### src/rtl/mem_arb_pkg.sv
// Shared types for the fetch/data memory arbiter: FSM states and bus-owner encoding.
package mem_arb_pkg;

  localparam int ADDR_WIDTH = 32;

  typedef enum logic [2:0] {
    ST_IDLE,
    ST_REQ_I,
    ST_REQ_D,
    ST_WAIT_I,
    ST_WAIT_D
  } mem_arb_state_e;

  typedef enum logic [1:0] {
    OWN_NONE,
    OWN_I,
    OWN_D
  } mem_arb_owner_e;

endpackage

### src/rtl/mem_arb_picker.sv
// Winner selection for the arbiter: data has priority unless fetch has lost
// STARVE_LIMIT consecutive grants while it was requesting.
module mem_arb_picker
  import mem_arb_pkg::*;
#(
  parameter int STARVE_LIMIT = 4
) (
  input  logic           clk_i,
  input  logic           rstn_i,
  input  logic           i_req,
  input  logic           d_req,
  input  logic           i_gnt,
  input  logic           d_gnt,
  output mem_arb_owner_e winner
);

  localparam int CNT_W = $clog2(STARVE_LIMIT + 1);
  localparam logic [CNT_W-1:0] LIMIT = CNT_W'(STARVE_LIMIT);

  logic [CNT_W-1:0] starve_q;

  always_ff @(posedge clk_i or negedge rstn_i) begin
    if (!rstn_i) begin
      starve_q <= '0;
    end else if (i_gnt) begin
      starve_q <= '0;
    end else if (d_gnt && i_req && (starve_q != LIMIT)) begin
      starve_q <= starve_q + CNT_W'(1);
    end
  end

  always_comb begin
    winner = OWN_NONE;
    if (i_req && (!d_req || (starve_q == LIMIT))) begin
      winner = OWN_I;
    end else if (d_req) begin
      winner = OWN_D;
    end
  end

endmodule

### src/rtl/mem_arbiter.sv
// Shares one single-outstanding memory port between fetch and data requesters,
// routes responses back to their owner and drops wrong-path fetch responses on flush.
module mem_arbiter
  import mem_arb_pkg::*;
#(
  parameter int ADDR_WIDTH   = mem_arb_pkg::ADDR_WIDTH,
  parameter int DATA_WIDTH   = 32,
  parameter int STARVE_LIMIT = 4
) (
  input  logic                    clk_i,
  input  logic                    rstn_i,
  input  logic                    softresetn_i,
  input  logic                    i_req_i,
  input  logic [ADDR_WIDTH-1:0]   i_addr_i,
  output logic                    i_gnt_o,
  output logic                    i_rvalid_o,
  output logic [DATA_WIDTH-1:0]   i_rdata_o,
  input  logic                    d_req_i,
  input  logic                    d_we_i,
  input  logic [DATA_WIDTH/8-1:0] d_be_i,
  input  logic [ADDR_WIDTH-1:0]   d_addr_i,
  input  logic [DATA_WIDTH-1:0]   d_wdata_i,
  output logic                    d_gnt_o,
  output logic                    d_rvalid_o,
  output logic [DATA_WIDTH-1:0]   d_rdata_o,
  output logic                    m_req_o,
  output logic                    m_we_o,
  output logic [DATA_WIDTH/8-1:0] m_be_o,
  output logic [ADDR_WIDTH-1:0]   m_addr_o,
  output logic [DATA_WIDTH-1:0]   m_wdata_o,
  input  logic                    m_gnt_i,
  input  logic                    m_rvalid_i,
  input  logic [DATA_WIDTH-1:0]   m_rdata_i
);

  mem_arb_state_e state_q, state_d;
  mem_arb_owner_e owner, winner;
  logic           drop_q;

  mem_arb_picker #(
    .STARVE_LIMIT (STARVE_LIMIT)
  ) u_picker (
    .clk_i  (clk_i),
    .rstn_i (rstn_i),
    .i_req  (i_req_i),
    .d_req  (d_req_i),
    .i_gnt  (i_gnt_o),
    .d_gnt  (d_gnt_o),
    .winner (winner)
  );

  always_ff @(posedge clk_i or negedge rstn_i) begin
    if (!rstn_i) begin
      state_q <= ST_IDLE;
    end else begin
      state_q <= state_d;
    end
  end

  // A flush marks an issued fetch as wrong-path; the flag lives until its response is consumed.
  always_ff @(posedge clk_i or negedge rstn_i) begin
    if (!rstn_i) begin
      drop_q <= 1'b0;
    end else if ((state_q == ST_WAIT_I) && m_rvalid_i) begin
      drop_q <= 1'b0;
    end else if (!softresetn_i && ((state_q == ST_WAIT_I) || i_gnt_o)) begin
      drop_q <= 1'b1;
    end
  end

  always_comb begin
    state_d = state_q;
    case (state_q)
      ST_IDLE: begin
        if (owner == OWN_I)      state_d = m_gnt_i ? ST_WAIT_I : ST_REQ_I;
        else if (owner == OWN_D) state_d = m_gnt_i ? ST_WAIT_D : ST_REQ_D;
      end
      ST_REQ_I: begin
        if (!i_req_i)     state_d = ST_IDLE;
        else if (m_gnt_i) state_d = ST_WAIT_I;
      end
      ST_REQ_D: begin
        if (m_gnt_i) state_d = ST_WAIT_D;
      end
      ST_WAIT_I, ST_WAIT_D: begin
        if (m_rvalid_i) state_d = ST_IDLE;
      end
      default: state_d = ST_IDLE;
    endcase
  end

  // Owner is forced to none while reset is held so every output reads zero.
  always_comb begin
    owner = OWN_NONE;
    if (rstn_i) begin
      case (state_q)
        ST_IDLE:  owner = winner;
        ST_REQ_I: owner = i_req_i ? OWN_I : OWN_NONE;
        ST_REQ_D: owner = OWN_D;
        default:  owner = OWN_NONE;
      endcase
    end

    m_req_o   = (owner != OWN_NONE);
    m_we_o    = 1'b0;
    m_be_o    = '0;
    m_addr_o  = '0;
    m_wdata_o = '0;
    if (owner == OWN_I) begin
      m_be_o   = '1;
      m_addr_o = i_addr_i;
    end else if (owner == OWN_D) begin
      m_we_o    = d_we_i;
      m_be_o    = d_be_i;
      m_addr_o  = d_addr_i;
      m_wdata_o = d_wdata_i;
    end

    i_gnt_o = m_gnt_i && m_req_o && (owner == OWN_I);
    d_gnt_o = m_gnt_i && m_req_o && (owner == OWN_D);

    i_rvalid_o = rstn_i && (state_q == ST_WAIT_I) && m_rvalid_i && !drop_q && softresetn_i;
    d_rvalid_o = rstn_i && (state_q == ST_WAIT_D) && m_rvalid_i;
    i_rdata_o  = i_rvalid_o ? m_rdata_i : '0;
    d_rdata_o  = d_rvalid_o ? m_rdata_i : '0;
  end

endmodule
### config.mk
export PLATFORM = sky130hd
export DESIGN_NAME = mem_arbiter
export DESIGN_NICKNAME = d
export VERILOG_FILES = /design/src/rtl/mem_arb_pkg.sv /design/src/rtl/mem_arb_picker.sv /design/src/rtl/mem_arbiter.sv
export SDC_FILE = /design/constraint.sdc
export NUM_CORES = 1
export LEC_CHECK = 0
export ABC_AREA = 1
export BUFFER_PORTS_ARGS = -buffer_cell sky130_fd_sc_hd__buf_4
export CORE_AREA = 10 10 100 102
export CTS_BUF_LIST = sky130_fd_sc_hd__clkbuf_16
export DETAILED_ROUTE_END_ITERATION = 12
export DIE_AREA = 0 0 110 112
export GPL_TIMING_DRIVEN = 0
export PLACE_DENSITY = 0.64
export SYNTH_ARGS = -nofsm -noshare
export SYNTH_HDL_FRONTEND = slang
export SYNTH_HIERARCHICAL = 1
export SYNTH_SLANG_ARGS = --single-unit
export TNS_END_PERCENT = 50
### constraint.sdc
create_clock -name clk_i -period 3.6 [get_ports clk_i]
set_clock_uncertainty 0.15 [all_clocks]
set_input_delay 0.54 -clock clk_i [delete_from_list [all_inputs] [get_ports clk_i]]
set_output_delay 0.54 -clock clk_i [all_outputs]
set_load 0.05 [all_outputs]
; ---- Word-level counts from Yosys, hierarchy flattened
; Index checks and enable logic that the tools add are counted.
[totals]
wordCells = 69
ff_bits = 7
input_bits = 140
[op_classes]
reduce_logical = 25
n_eq_ne = 12
muxes = 28
n_addsub = 1
[op_table]
columns = cell, count
row1 = 32-bit 2-to-1 mux, 6
row2 = 3-bit 2-to-1 mux, 9
row3 = 1-bit logical AND, 14
row4 = 3-bit case mux with 4 select lines, 1
row5 = "3-bit != test, second input constant", 3
row6 = 2-bit 2-to-1 mux, 4
row7 = 4-bit 2-to-1 mux, 2
row8 = "3-bit by 2-bit equality test with 1-bit output, second input constant", 2
row9 = "3-bit equality test, second input constant", 2
row10 = 2-bit case mux with 3 select lines, 1
row11 = 2-bit nonzero test, 3
row12 = 1-bit 2-to-1 mux, 5
row13 = "2-bit != test, second input constant", 2
row14 = 4-bit AND reduction, 1
row15 = "3-bit by 1-bit adder with 3-bit output, second input constant", 1
row16 = "3-bit by 1-bit equality test with 1-bit output, second input constant", 1
row17 = 1-bit zero test, 3
row18 = 3-bit zero test, 1
row19 = "2-bit by 1-bit equality test with 1-bit output, second input constant", 1
row20 = "2-bit equality test, second input constant", 1
row21 = 1-bit logical OR, 2
row22 = 2-bit OR reduction, 1

; ---- Depth between registers and ports, before layout
[depth]
ltp_word = 13
mapped_depth = 17

; ---- By module
; Netlist, hierarchy kept.
[by_module_without_submodules]
columns = module, area_per_inst_um2, n_inst, seq_area_each_um2, cells_per_inst
row1 = mem_arbiter, 1659.1, 1, 100.1, 357
row2 = mem_arb_picker, 216.5, 1, 75.1, 31

; ---- Least setup slack after synthesis
; OpenSTA, ideal clock, no wires.
[synth_timing]
path_kind = flip-flop to output port
start = register u_picker.starve_q[0]
end = output port m_wdata_o[0]
stages_incl_launch_ff = 14
arrival_ns = 2.426
t_required_ns = 2.910
setup_slack_ns = 0.484
cell_sequence = dfrtp_1 > inv_1 > ha_1 > nand2_2 > a21boi_2 > nor2_1 > o211ai_1 > nor2_1 > inv_1 > ha_1 > clkbuf_1 > buf_2 > buf_2 > nor2_1
[synth_between]
elab_chain_len = 9
word_cells_on_any_way = 10
[synth_lines]
columns = item, line_no
row1 = start: declaration, mem_arb_picker.sv:20  ; logic [CNT_W-1:0] starve_q;
row2 = start signal: assignment, mem_arb_picker.sv:28  ; starve_q <= starve_q + CNT_W'(1);
row3 = 3-bit equality test *, mem_arb_picker.sv:34  ; if (i_req && (!d_req || (starve_q == LIMIT))) begin
row4 = 1-bit logical OR *, mem_arb_picker.sv:34
row5 = 1-bit logical AND *, mem_arb_picker.sv:34
row6 = 2-bit 2-to-1 mux *, mem_arb_picker.sv:34
row7 = via winner[0], mem_arbiter.sv:37  ; mem_arb_owner_e owner, winner;
row8 = 2-bit case mux with 3 select lines *, mem_arbiter.sv:96  ; case (state_q)
row9 = 2-bit 2-to-1 mux *, mem_arbiter.sv:95  ; if (rstn_i) begin
row10 = 2-bit equality test, mem_arbiter.sv:112  ; end else if (owner == OWN_D) begin
row11 = 32-bit 2-to-1 mux, mem_arbiter.sv:112
row12 = 32-bit 2-to-1 mux *, mem_arbiter.sv:109  ; if (owner == OWN_I) begin
row13 = end: declaration, mem_arbiter.sv:30  ; output logic [DATA_WIDTH-1:0] m_wdata_o,
; Mark *: on every way through the listed nets, which the timed path passes. The rest lies on a longest branch.

; ---- Final worst setup path
[layout_timing]
start = register u_picker.starve_q[0]
end = output port m_addr_o[28]
[layout_between]
elab_chain_len = 9
word_cells_on_any_way = 10
[layout_lines]
columns = item, line_no
row1 = 3-bit equality test *, mem_arb_picker.sv:34
row2 = 1-bit logical OR *, mem_arb_picker.sv:34
row3 = 1-bit logical AND *, mem_arb_picker.sv:34
row4 = 2-bit 2-to-1 mux *, mem_arb_picker.sv:34
row5 = via winner[0], mem_arbiter.sv:37
row6 = 2-bit case mux with 3 select lines *, mem_arbiter.sv:96
row7 = 2-bit 2-to-1 mux *, mem_arbiter.sv:95
row8 = 2-bit equality test, mem_arbiter.sv:112
row9 = 32-bit 2-to-1 mux, mem_arbiter.sv:112
row10 = 32-bit 2-to-1 mux *, mem_arbiter.sv:109
row11 = end: declaration, mem_arbiter.sv:29  ; output logic [ADDR_WIDTH-1:0] m_addr_o,
; Marked as above.

==> flow_summary_export.csv <==
group,metric,value,unit
sta,timing.hold.ws,0.382,ns
run_status,status,"finished, final reports clean",
cells_and_area,syn_to_final_growth,123,%
yosys,netlist_area,1880,um^2
yosys,synth_cell_type_count,29,
route,viasPerCell,4.33,
critical_path,startpoint_type,"register",
critical_path,r2r_slack,0.74,ns
critical_path,rr_worst_depth,16,
global_route,grt_pass1_vias,3480,
critical_path,path_delay_family,"buffers and inverters",
critical_path,path_depth,13,
yosys,async_flop_share,100,%
pwr,power_density,519,nW/um^2
route,wire_per_inst,15.9,um
critical_path,required,2.91,ns
clock_tree,post_cts_buffers,0,
yosys,synthTopCellsByArea,"nand2_1 26%, nor2_1 18%, nand3_1 11%",
route,drc,0,
floorplanning,ios,278,
placement,gp_congestion,0.941,
critical_path,r2r-start,"u_picker/starve_q[0]",
yosys,synth_top_cell_area_share,26.2,%
clock_tree,path_clk_slew,0.04,ns
yosys,yosys.area.top_type,"nand2_1",
critical_path,cp-end-kind,"primary output",
clock_tree,clock_latency,0.23,ns
clock_tree,cts_tree,"built",
yosys,synth_common_cells,"131 x nand2_1, 92 x nor2_1, 51 x inv_1",
cells_and_area,fin_util,51.9,%
yosys,ys_warn_count,6,
route,antenna_left,0,
run,max-cap-violations,0,
yosys,synth_edf_count,0,
global_route,grt.overflow.total,0,
critical_path,crit_buf_inv,4,
floorplanning,die_x,110,um
sta,rsz0062_at_grt,"true",
clock_tree,cts_buffers,3,
yosys,dominantRegCellSynth,"dfrtp_1",
global_route,antenna_found_initial,0,
critical_path,crit_end,"m_addr_o[28]",
sta,setup_viol,0,
critical_path,arrival,2.71,ns
yosys,synth-seq-cells,7,
route,drt_first_pass_iters,4,
critical_path,path_cells,"inv_1 -> ha_1 -> nand2_2 -> a21boi_2 -> nor2_1 -> o211ai_1 -> nor2_1 -> ha_1 -> clkbuf_1 -> clkbuf_1 -> nand3_1 -> nand2_1 -> buf_4",
cells_and_area,final_nets,816,
clock_tree,cts_sinks,7,
yosys,synth_area_per_cell,4.83,um^2
yosys,syn_inst,388,
global_route,globalRouteTotalUtil,18.5,%
global_route,grt_pass1_wl,18.2,mm
placement,place_ws,0.234,ns
pwr,p_leak,2.70,nW
critical_path,critPathSlowestCell,"clkbuf_1",
floorplanning,fp.coreArea,8050,um^2
critical_path,crit_start,"u_picker/starve_q[0]",
route,via_count,3350,
clock_tree,cts_root_buf,"clkbuf_16",
sta,max_freq,0.294,GHz
sta,period_share,94.5,%
min_path,hold_class,"reg2reg",
sta,period_needed,3.40,ns
sta,hold_viol_final,0,
cells_and_area,nFillCells,849,
yosys,synth_most_common_cell,"nand2_1",
yosys,syn-num-nets,534,
floorplanning,die_h,112,um
critical_path,max_stage_delay,0.41,ns
global_route,grt_max_degree,11,
sta,maxSlewViolCount,0,
sta,setup_slack,0.198,ns
sta,setup_tns,0,ns
placement,hpwl,11.0,mm
clock_tree,cts_max_level,1,
cells_and_area,drive_above_1_share,47.5,%
placement,port_buffers,277,
critical_path,path_max_fanout,10,
route,drtIter0Drc,116,
clock_tree,cts_buffer_depth,2,
floorplanning,num_rows,33,
critical_path,r2r-end,"u_picker/starve_q[0]",
cells_and_area,antenna_cells,0,
sta,worst_pin_slew,0.470,ns
sta,max-slew-margin-rel,68.7,%
critical_path,criticalPathCategory,"reg2out",
pwr,irDropWorstVdd,0.000289,V
yosys,yosysSeqAreaShare,9.34,%
floorplanning,start_util,23.3,%
floorplanning,dieArea,12300,um^2
route,wirelength,12.3,mm
## sequential cells by signal, indices dropped and copies added (netlist names)
name               count
drop_q                 1
u_picker/starve_q      3
state_q                3
## where the power goes
group          internal [mW]  total [mW]  switching, mW  leakage, nW
clock                  0.145       0.190         0.0453       0.0423
combinational          0.551        1.86           1.31         2.57
sequential             0.102       0.122         0.0199       0.0918
## what timing repair did
action | in CTS | in global routing
setup endpoints to repair | 1 | 38
gates resized for setup | 1 | 9
hold endpoints to repair | 7 | 0
cloned | 0 | 0
hold buffers | 1 | 0
## kinds of logic after synthesis
family,synth area share [%]
compound gates,2.13
fa+ha+maj,4.00
simple gates,66.2
buf+inv,18.3
flops,9.34
## metal layers
metal | track usage, % | up-vias | routed length [um]
li1 | - | 1720 | -
met1 | 15.3 | 1425 | 3610
met2 | 35.0 | 187 | 6370
met3 | 10.5 | 18 | 2010
met4 | 6.51 | 0 | 306
met5 | 0 | - | 0
## cells in the final DEF (no fill, tap or decap), drive strengths merged, types with 2 or more instances in the layout
cell type,netlist,layout
buf,13,289
ha,6,6
inv,54,55
nand3,43,43
clkbuf,14,17
nor2,103,103
nand4,6,6
nor3,2,2
o21ai,2,2
dfrtp,7,7
nand2,132,132
## cell type report
| cell class | count | area, um^2 | share of cell area (%) |
|---|---|---|---|
| repair buffers | 278 | 2090 | 50.0 |
| plain buffers | 26 | 144 | 3.44 |
| clock buffers | 3 | 75.1 | 1.80 |
| well taps | 105 | 131 | 3.14 |
| multi-input cells | 300 | 1360 | 32.4 |
| flip-flops and latches | 7 | 175 | 4.19 |
| clock inverters | 1 | 3.75 | 0.0898 |
| inverters | 54 | 205 | 4.91 |
## worst min-delay path by stage
stage                    startpoint                   end  slack [ns]  cells past startpoint
2_1_floorplan                rstn_i                drop_q        0.09                      0
3_3_place_gp                 rstn_i  u_picker/starve_q[2]        0.23                      1
3_5_place_dp                 rstn_i  u_picker/starve_q[2]        0.23                      1
4_1_cts        u_picker/starve_q[1]  u_picker/starve_q[1]        0.38                      2
5_1_grt        u_picker/starve_q[1]  u_picker/starve_q[1]        0.41                      2
6_report       u_picker/starve_q[1]  u_picker/starve_q[1]        0.38                      2
## worst reg2reg max path, delay by kind of cell (launching register included)
family | cells | cell delay [ns]
AND/OR/NAND/NOR | 8 | 0.89
buffers and inverters | 4 | 0.82
adder cells (fa/ha/maj) | 2 | 0.37
flip-flops | 1 | 0.36
AO/OA/AOI/OAI | 2 | 0.15
## stage by stage
step / instance area (um^2) / power, mW / std cells
after floorplan: 1880 / 1.38 / 388
after global placement: 4090 / 1.97 / 770
after detailed placement: 4090 / 1.99 / 770
after CTS: 4180 / 2.19 / 775
after global routing: 4180 / 2.32 / 774
final: 4180 / 2.17 / 774
No activity file was read; power rests on OpenSTA's default activity.
